`src/rtl/shifter_seq.sv`:
```
// Multi-cycle 32-bit shifter: SRL/SRA/SLL/pass-through, one bit position per clock,
// under a start/busy/done handshake. Op encoding matches the combinational shifter.
module shifter_seq (
    input  logic        clk,
    input  logic        reset,
    input  logic        start,
    input  logic [31:0] in,
    input  logic [1:0]  shiftop,
    input  logic [4:0]  shiftamt,
    output logic        busy,
    output logic        done,
    output logic [31:0] result
);

    typedef enum logic [1:0] {
        IDLE  = 2'd0,
        SHIFT = 2'd1,
        DONE  = 2'd2
    } state_t;

    state_t      state, state_next;
    logic [31:0] work, work_next;
    logic [31:0] shifted;
    logic [1:0]  op, op_next;
    logic [4:0]  count, count_next;
    logic [31:0] result_next;

    // One-bit step of the captured operation
    always_comb begin
        shifted = work;
        case (op)
            2'b00:   shifted = {1'b0, work[31:1]};
            2'b01:   shifted = {work[31], work[31:1]};
            2'b10:   shifted = {work[30:0], 1'b0};
            default: shifted = work;
        endcase
    end

    always_comb begin
        state_next  = state;
        work_next   = work;
        op_next     = op;
        count_next  = count;
        result_next = result;
        busy        = 1'b0;
        done        = 1'b0;
        case (state)
            IDLE: begin
                if (start) begin
                    work_next  = in;
                    op_next    = shiftop;
                    count_next = shiftamt;
                    if (shiftamt != '0 && shiftop != 2'b11) begin
                        state_next = SHIFT;
                    end else begin
                        state_next  = DONE;
                        result_next = in;
                    end
                end
            end
            SHIFT: begin
                busy       = 1'b1;
                work_next  = shifted;
                count_next = count - 5'd1;
                // result is loaded only on the edge entering DONE
                if (count == 5'd1) begin
                    state_next  = DONE;
                    result_next = shifted;
                end
            end
            DONE: begin
                busy       = 1'b1;
                done       = 1'b1;
                state_next = IDLE;
            end
            default: state_next = IDLE;
        endcase
    end

    always_ff @(posedge clk or posedge reset) begin
        if (reset) begin
            state  <= IDLE;
            work   <= '0;
            op     <= '0;
            count  <= '0;
            result <= '0;
        end else begin
            state  <= state_next;
            work   <= work_next;
            op     <= op_next;
            count  <= count_next;
            result <= result_next;
        end
    end

endmodule

```
`config.mk`:
```
export PLATFORM = sky130hd
export DESIGN_NAME = shifter_seq
export DESIGN_NICKNAME = d
export VERILOG_FILES = /design/src/rtl/shifter_seq.sv
export SDC_FILE = /design/constraint.sdc
export NUM_CORES = 1
export LEC_CHECK = 0
export BUFFER_PORTS_ARGS = -buffer_cell sky130_fd_sc_hd__clkbuf_2
export CELL_PAD_IN_SITES_DETAIL_PLACEMENT = 0
export CELL_PAD_IN_SITES_GLOBAL_PLACEMENT = 1
export CORE_ASPECT_RATIO = 0.7
export CORE_UTILIZATION = 44
export CTS_BUF_LIST = sky130_fd_sc_hd__clkbuf_4
export DETAILED_ROUTE_END_ITERATION = 7
export HOLD_SLACK_MARGIN = 0.02
export PLACE_DENSITY_LB_ADDON = 0.1
export SETUP_SLACK_MARGIN = 0.05
export SLEW_MARGIN = 20
export SYNTH_ARGS = -nofsm -noshare
export SYNTH_HDL_FRONTEND = slang
export SYNTH_SLANG_ARGS = --single-unit
```
`constraint.sdc`:
```
create_clock -name clk -period 2.5 [get_ports clk]
set_input_delay 0.125 -clock clk [delete_from_list [all_inputs] [get_ports clk]]
set_output_delay 0.125 -clock clk [all_outputs]
set_load 0.05 [all_outputs]
```
==> results of run 1 <==
==> critical path, stage by stage (launching register included) <==
cell and delay, ps:
dfrtp_1 410, inv_1 80, ha_1 130, inv_1 50
o41ai_1 520, o211ai_4 360, buf_4 330, mux2i_1 210
==> through the flow <==
| stage | utilization | total power, mW | cell area [um^2] | setup WS (ps) |
|---|---|---|---|---|
| global placement | 0.514 | 6.39 | 4360 | 363 |
| global route | 0.562 | 7.61 | 4770 | 185 |
| finish | 0.562 | 7.04 | 4770 | 325 |
| detailed placement | 0.514 | 6.44 | 4360 | 363 |
| floorplan | - | 5.53 | 3850 | 522 |
| CTS | 0.561 | 7.10 | 4760 | 301 |
==> cell type report <==
| type | instances | area (um^2) | area share |
|---|---|---|---|
| clock buffers | 10 | 75.1 | 0.0157 |
| clock inverters | 6 | 25.0 | 0.00525 |
| inverters | 34 | 128 | 0.0268 |
| multi-input cells | 262 | 1780 | 0.373 |
| flip-flops and latches | 73 | 1830 | 0.384 |
| well taps | 120 | 150 | 0.0315 |
| repair buffers | 114 | 783 | 0.164 |
==> cell usage after synthesis <==
library cell,n,area (um^2)
a21boi_0,1,7.51
a21o_1,5,37.5
a21oi_1,87,435
a31o_2,1,8.76
a31oi_1,2,12.5
buf_1,5,18.8
buf_2,5,25.0
buf_6,1,11.3
clkbuf_1,18,67.6
clkinv_1,1,3.75
dfrtp_1,73,1830
ha_1,5,62.6
inv_1,33,124
mux2_2,12,135
mux2_4,5,75.1
mux2i_1,55,551
nand2_1,3,11.3
nand2b_1,3,18.8
nand3_1,5,25.0
nand3b_1,1,7.51
nor2_1,30,113
nor3_1,1,5.00
nor3b_1,1,7.51
o211ai_2,1,12.5
o21ai_0,38,190
o21ai_2,1,8.76
o31ai_1,1,7.51
o41a_1,1,11.3
o41ai_1,1,8.76
or3_1,1,6.26
or4_4,1,11.3
==> power breakdown <==
part	switching [mW]	total (mW)	leakage (nW)	internal [mW]
registers	0.624	2.43	0.836	1.80
logic	2.56	4.02	1.49	1.46
clock network	0.394	0.593	0.0601	0.199
total	3.58	7.04	2.39	3.46
==> sequential cells by signal, indices dropped and copies added, names as in the netlist <==
register,count
count,5
op,2
result,32
state,2
work,32
==> cells by family after synthesis <==
group           synth area share
flops                      0.475
simple gates              0.0534
compound gates             0.193
buf+inv                   0.0651
fa+ha+maj                 0.0163
mux                        0.198
==> per-layer routing <==
layer,up-vias,track usage
li1,1589,-
met4,0,0.0632
met3,8,0.0581
met5,-,0
met1,1468,0.290
met2,74,0.301
==> final timing paths <==
check	start	endpoint	slack, ps	cells after the start
min in group asynchronous	reset	result[15]$_DFFE_PP0P_	280	4
setup / recovery	count[1]$_DFFE_PP0P_	result[12]$_DFFE_PP0P_	320	7
hold reg to reg	result[8]$_DFFE_PP0P_	result[8]$_DFFE_PP0P_	520	2
max in group asynchronous	reset	op[0]$_DFFE_PP0P_	1860	4
setup reg to reg	count[1]$_DFFE_PP0P_	result[12]$_DFFE_PP0P_	320	7
hold / removal	in[3]	result[3]$_DFFE_PP0P_	50	3
==> flow_metrics.py, run 1 <==
metrics = {
    "status": {
        "status": "complete, but fails checks",
        "violations": "design-rule violations",
    },
    "detailed_routing": {
        "dr.pass1.iters": 6,
        "routed_wl_um": 8560,
        "ant_nets": 0,
        "via_count": 3139,
        "detail_route.iter0.violations": 163,
        "drc": 1,
        "met3_length_um": 458,
        "top_layer": "met4",
        "met1Wirelength_um": 4370,
        "viasPerCell": 5.07,
        "routed-wl-met2_um": 3630,
        "post_drt_wl_per_cell_um": 13.8,
    },
    "cells_and_area": {
        "layout.cells.non_filler": 619,
        "layout_common_cells": "87 x a21oi_1, 75 x clkbuf_2, 71 x dfrtp_1",
        "drive_gt1_frac": 0.238,
        "layout_commonest_cell": "a21oi_1",
        "fillCellCount": 823,
        "syn2layout_area_growth_pct": 24.0,
        "nNetsFinal": 541,
        "antenna_cells": 0,
    },
    "critical_path": {
        "worstSetupStartpointType": "flop",
        "cp.required_ps": 2840,
        "worst_setup_path_end_kind": "flop",
        "crit_arrival_ps": 2520,
        "critPathMaxFanout": 13,
        "worstSetupPathType": "flop to flop",
    },
    "power": {
        "cellPowerDensity_mw_per_mm2": 1480,
        "p_leak_nw": 2.39,
        "irDropWorstVdd_mv": 0.758,
    },
    "sta": {
        "post-route-period-util": 0.870,
        "timing.hold.ws_ps": 50.1,
        "tns_ps": 0,
        "relSlewSlack": 0.389,
        "hold_violations": 0,
        "max_slew.worst_pin.slew_ps": 916,
        "fmax_mhz": 460,
        "slew_violations": 0,
        "final-setup-viol-count": 0,
        "fin_skew_ps": 9.50,
        "finalCriticalPeriod_ps": 2180,
        "rsz0062_at_grt": "false",
    },
    "global_routing": {
        "grt_overflow": 0,
        "grt_pass1_wl_um": 14200,
        "grt_use_total": 0.205,
        "antenna_found_initial": 0,
        "grt_pass1_vias": 2854,
        "grt_max_degree": 74,
    },
    "placement": {
        "place.port_buffers": 75,
        "placed_cells": 572,
        "hpwl_um": 5420,
        "gp_congestion": 0.728,
    },
    "synth": {
        "syn-mean-instance-area_um2": 9.66,
        "synth_nets": 445,
        "yosys_warnings": 0,
        "synth-seq-cells": 73,
        "synth.distinct_cells": 31,
        "seq_area_frac_synth": 0.475,
        "netlist_area_mm2": 0.00385,
        "netlist_instances": 398,
    },
    "clock_tree": {
        "clkSinkCount": 73,
        "cts_setup_buffers": 0,
        "cts_resized": 0,
        "cts_buffers": 9,
        "cts_buffer_depth": 2,
        "htree_levels": 3,
        "cts_tree": "done",
        "hold_buffers": 30,
        "clk_pin_slew_ps": 110,
        "clk_latency_ps": 430,
        "root_buffer": "clkbuf_4",
    },
    "die": {
        "core_mm2": 0.00848,
        "initial_core_util": 0.454,
        "die_x_um": 114,
        "die-area_mm2": 0.00913,
        "boundaryPins": 76,
        "die_y_um": 80.2,
        "rows": 28,
    },
    "hold_path": {
        "min_path_type": "input port to flop",
    },
    "flow_run": {
        "drv_cap": 0,
    },
}
Note: power is estimated with default switching activity, not from simulation.
==> run 2: changes to the inputs <==
- CORE_UTILIZATION: 44 -> 42
- CTS_BUF_LIST: sky130_fd_sc_hd__clkbuf_4 -> sky130_fd_sc_hd__clkbuf_16
==> run 2 against run 1 <==
  * The run now ends clean
  * Global-route usage shrank 1.1 points
  * Clock skew shrank 5.2 ps
  * Register-to-register slack gained 90 ps
  * Routed wire length shrank 0.71%
  * Sequential cell count is the same
  * Cell area shrank 3.0%
  * Cell count shrank 4.7%
  * Critical path type unchanged
  * Critical endpoint is now result[0]$_DFFE_PP0P_
  * Highest routed layer unchanged
==> flow_metrics.py, run 2 (synthesis results as in run 1) <==
metrics = {
    "clock_tree": {
        "cts_tree": "done",
        "cts_buffer_depth": 2,
        "cts_buffers": 9,
        "cts_setup_buffers": 0,
        "clkSinkCount": 73,
        "htree_levels": 3,
        "cts_resized": 0,
        "clk_pin_slew_ps": 50,
        "root_buffer": "clkbuf_16",
        "clk_latency_ps": 330,
    },
    "cells_and_area": {
        "drive_gt1_frac": 0.255,
        "syn2layout_area_growth_pct": 20.2,
        "layout_common_cells": "87 x a21oi_1, 75 x clkbuf_2, 71 x dfrtp_1",
        "fillCellCount": 837,
        "multi_input_area_mm2": 0.00178,
        "layout_commonest_cell": "a21oi_1",
        "nNetsFinal": 513,
        "antenna_cells": 0,
        "top_regs": "result x32, work x32, count x5",
        "register_area_mm2": 0.00183,
    },
    "die": {
        "die-area_mm2": 0.00955,
        "core_mm2": 0.00865,
        "die_x_um": 116,
        "die_y_um": 82.1,
        "rows": 28,
        "boundaryPins": 76,
        "initial_core_util": 0.444,
    },
    "sta": {
        "relSlewSlack": 0.388,
        "fin_skew_ps": 4.30,
        "max_slew.worst_pin.slew_ps": 917,
        "slew_violations": 0,
        "post-route-period-util": 0.836,
        "final-setup-viol-count": 0,
        "rsz0062_at_grt": "false",
        "fmax_mhz": 479,
        "tns_ps": 0,
        "finalCriticalPeriod_ps": 2090,
        "hold_violations": 0,
    },
    "hold_path": {
        "min_path_type": "input port to flop",
    },
    "detailed_routing": {
        "detail_route.iter0.violations": 146,
        "post_drt_wl_per_cell_um": 14.4,
        "dr.pass1.iters": 4,
        "ant_nets": 0,
        "drc": 0,
        "viasPerCell": 5.15,
        "routed_wl_um": 8500,
        "via_count": 3040,
    },
    "status": {
        "status": "finished, final reports clean",
    },
    "global_routing": {
        "grt_pass1_wl_um": 13800,
        "antenna_found_initial": 0,
        "grt_use_total": 0.193,
        "grt_overflow": 0,
        "grt_pass1_vias": 2801,
        "grt_max_degree": 69,
    },
    "critical_path": {
        "worstSetupStartpointType": "flop",
        "cp.required_ps": 2720,
        "worstSetupPathType": "flop to flop",
        "critPathMaxFanout": 20,
        "crit_arrival_ps": 2310,
        "worst_setup_path_end_kind": "flop",
    },
    "flow_run": {
        "drv_cap": 0,
    },
    "placement": {
        "gp_congestion": 0.734,
        "hpwl_um": 5640,
        "place.port_buffers": 75,
    },
}
run 2: cell count changes in the layout (fill, tap and decap cells not counted), sizes merged:
cell,before,now
buf,8,10
clkbuf,85,84
clkinv,7,5
clkinvlp,0,1
dlygate4sd3,31,1
inv,33,34
run 2: layout make-up:
type / instances / area share
inverters: 34 / 0.0276
flip-flops and latches: 73 / 0.396
clock inverters: 6 / 0.00595
well taps: 120 / 0.0325
clock buffers: 9 / 0.0487
repair buffers: 86 / 0.105
multi-input cells: 262 / 0.385
run 2: metrics by stage:
stage / util / worst slack, ps / cell area, um^2 / hold slack [ps] / std cells
2_1_floorplan: - / 522 / 3850 / 275 / 398
3_3_place_gp: 0.504 / 474 / 4360 / 49.9 / 574
3_5_place_dp: 0.504 / 402 / 4360 / 55.7 / 574
4_1_cts: 0.534 / 382 / 4620 / 44.9 / 590
5_1_grt: 0.534 / 276 / 4620 / 54.1 / 590
6_report: 0.534 / 410 / 4620 / 53.1 / 590
run 2: final timing paths:
path,start,to,slack (ps),depth (start not counted)
min in group asynchronous,reset,result[15]$_DFFE_PP0P_,250,3
worst max register to register,count[1]$_DFFE_PP0P_,result[0]$_DFFE_PP0P_,410,7
worst min register to register,result[22]$_DFFE_PP0P_,result[22]$_DFFE_PP0P_,510,1
worst max-delay path,count[1]$_DFFE_PP0P_,result[0]$_DFFE_PP0P_,410,7
worst min-delay path,shiftop[1],op[1]$_DFFE_PP0P_,50,2
max in group asynchronous,reset,op[1]$_DFFE_PP0P_,1710,4
run 2: per-layer routing:
metal	wire length, um	share of wire	track usage	up-vias
li1	-	-	-	1530
met5	0	0	0	-
met1	4290	0.51	0.265	1430
met2	3670	0.43	0.293	72
met3	428	0.050	0.0568	8
met4	109	0.013	0.0615	0
run 2: repair_timing:
item / in CTS / in global routing
endpoints found under the setup margin: 0 / 0
hold buffers: 1 / 0
hold endpoints to repair: 12 / 0
run 2: worst max-delay path: stages (launching register included):
cell      delay (ps)
dfrtp_1          390
inv_1             90
ha_1             140
inv_1             50
o41ai_1          550
o211ai_4         150
buf_4            280
mux2_2           310
Power of run 2 is left out: the tool's default activity adds up to more than one toggle a clock period on the data nets, which glitch-free logic cannot reach.
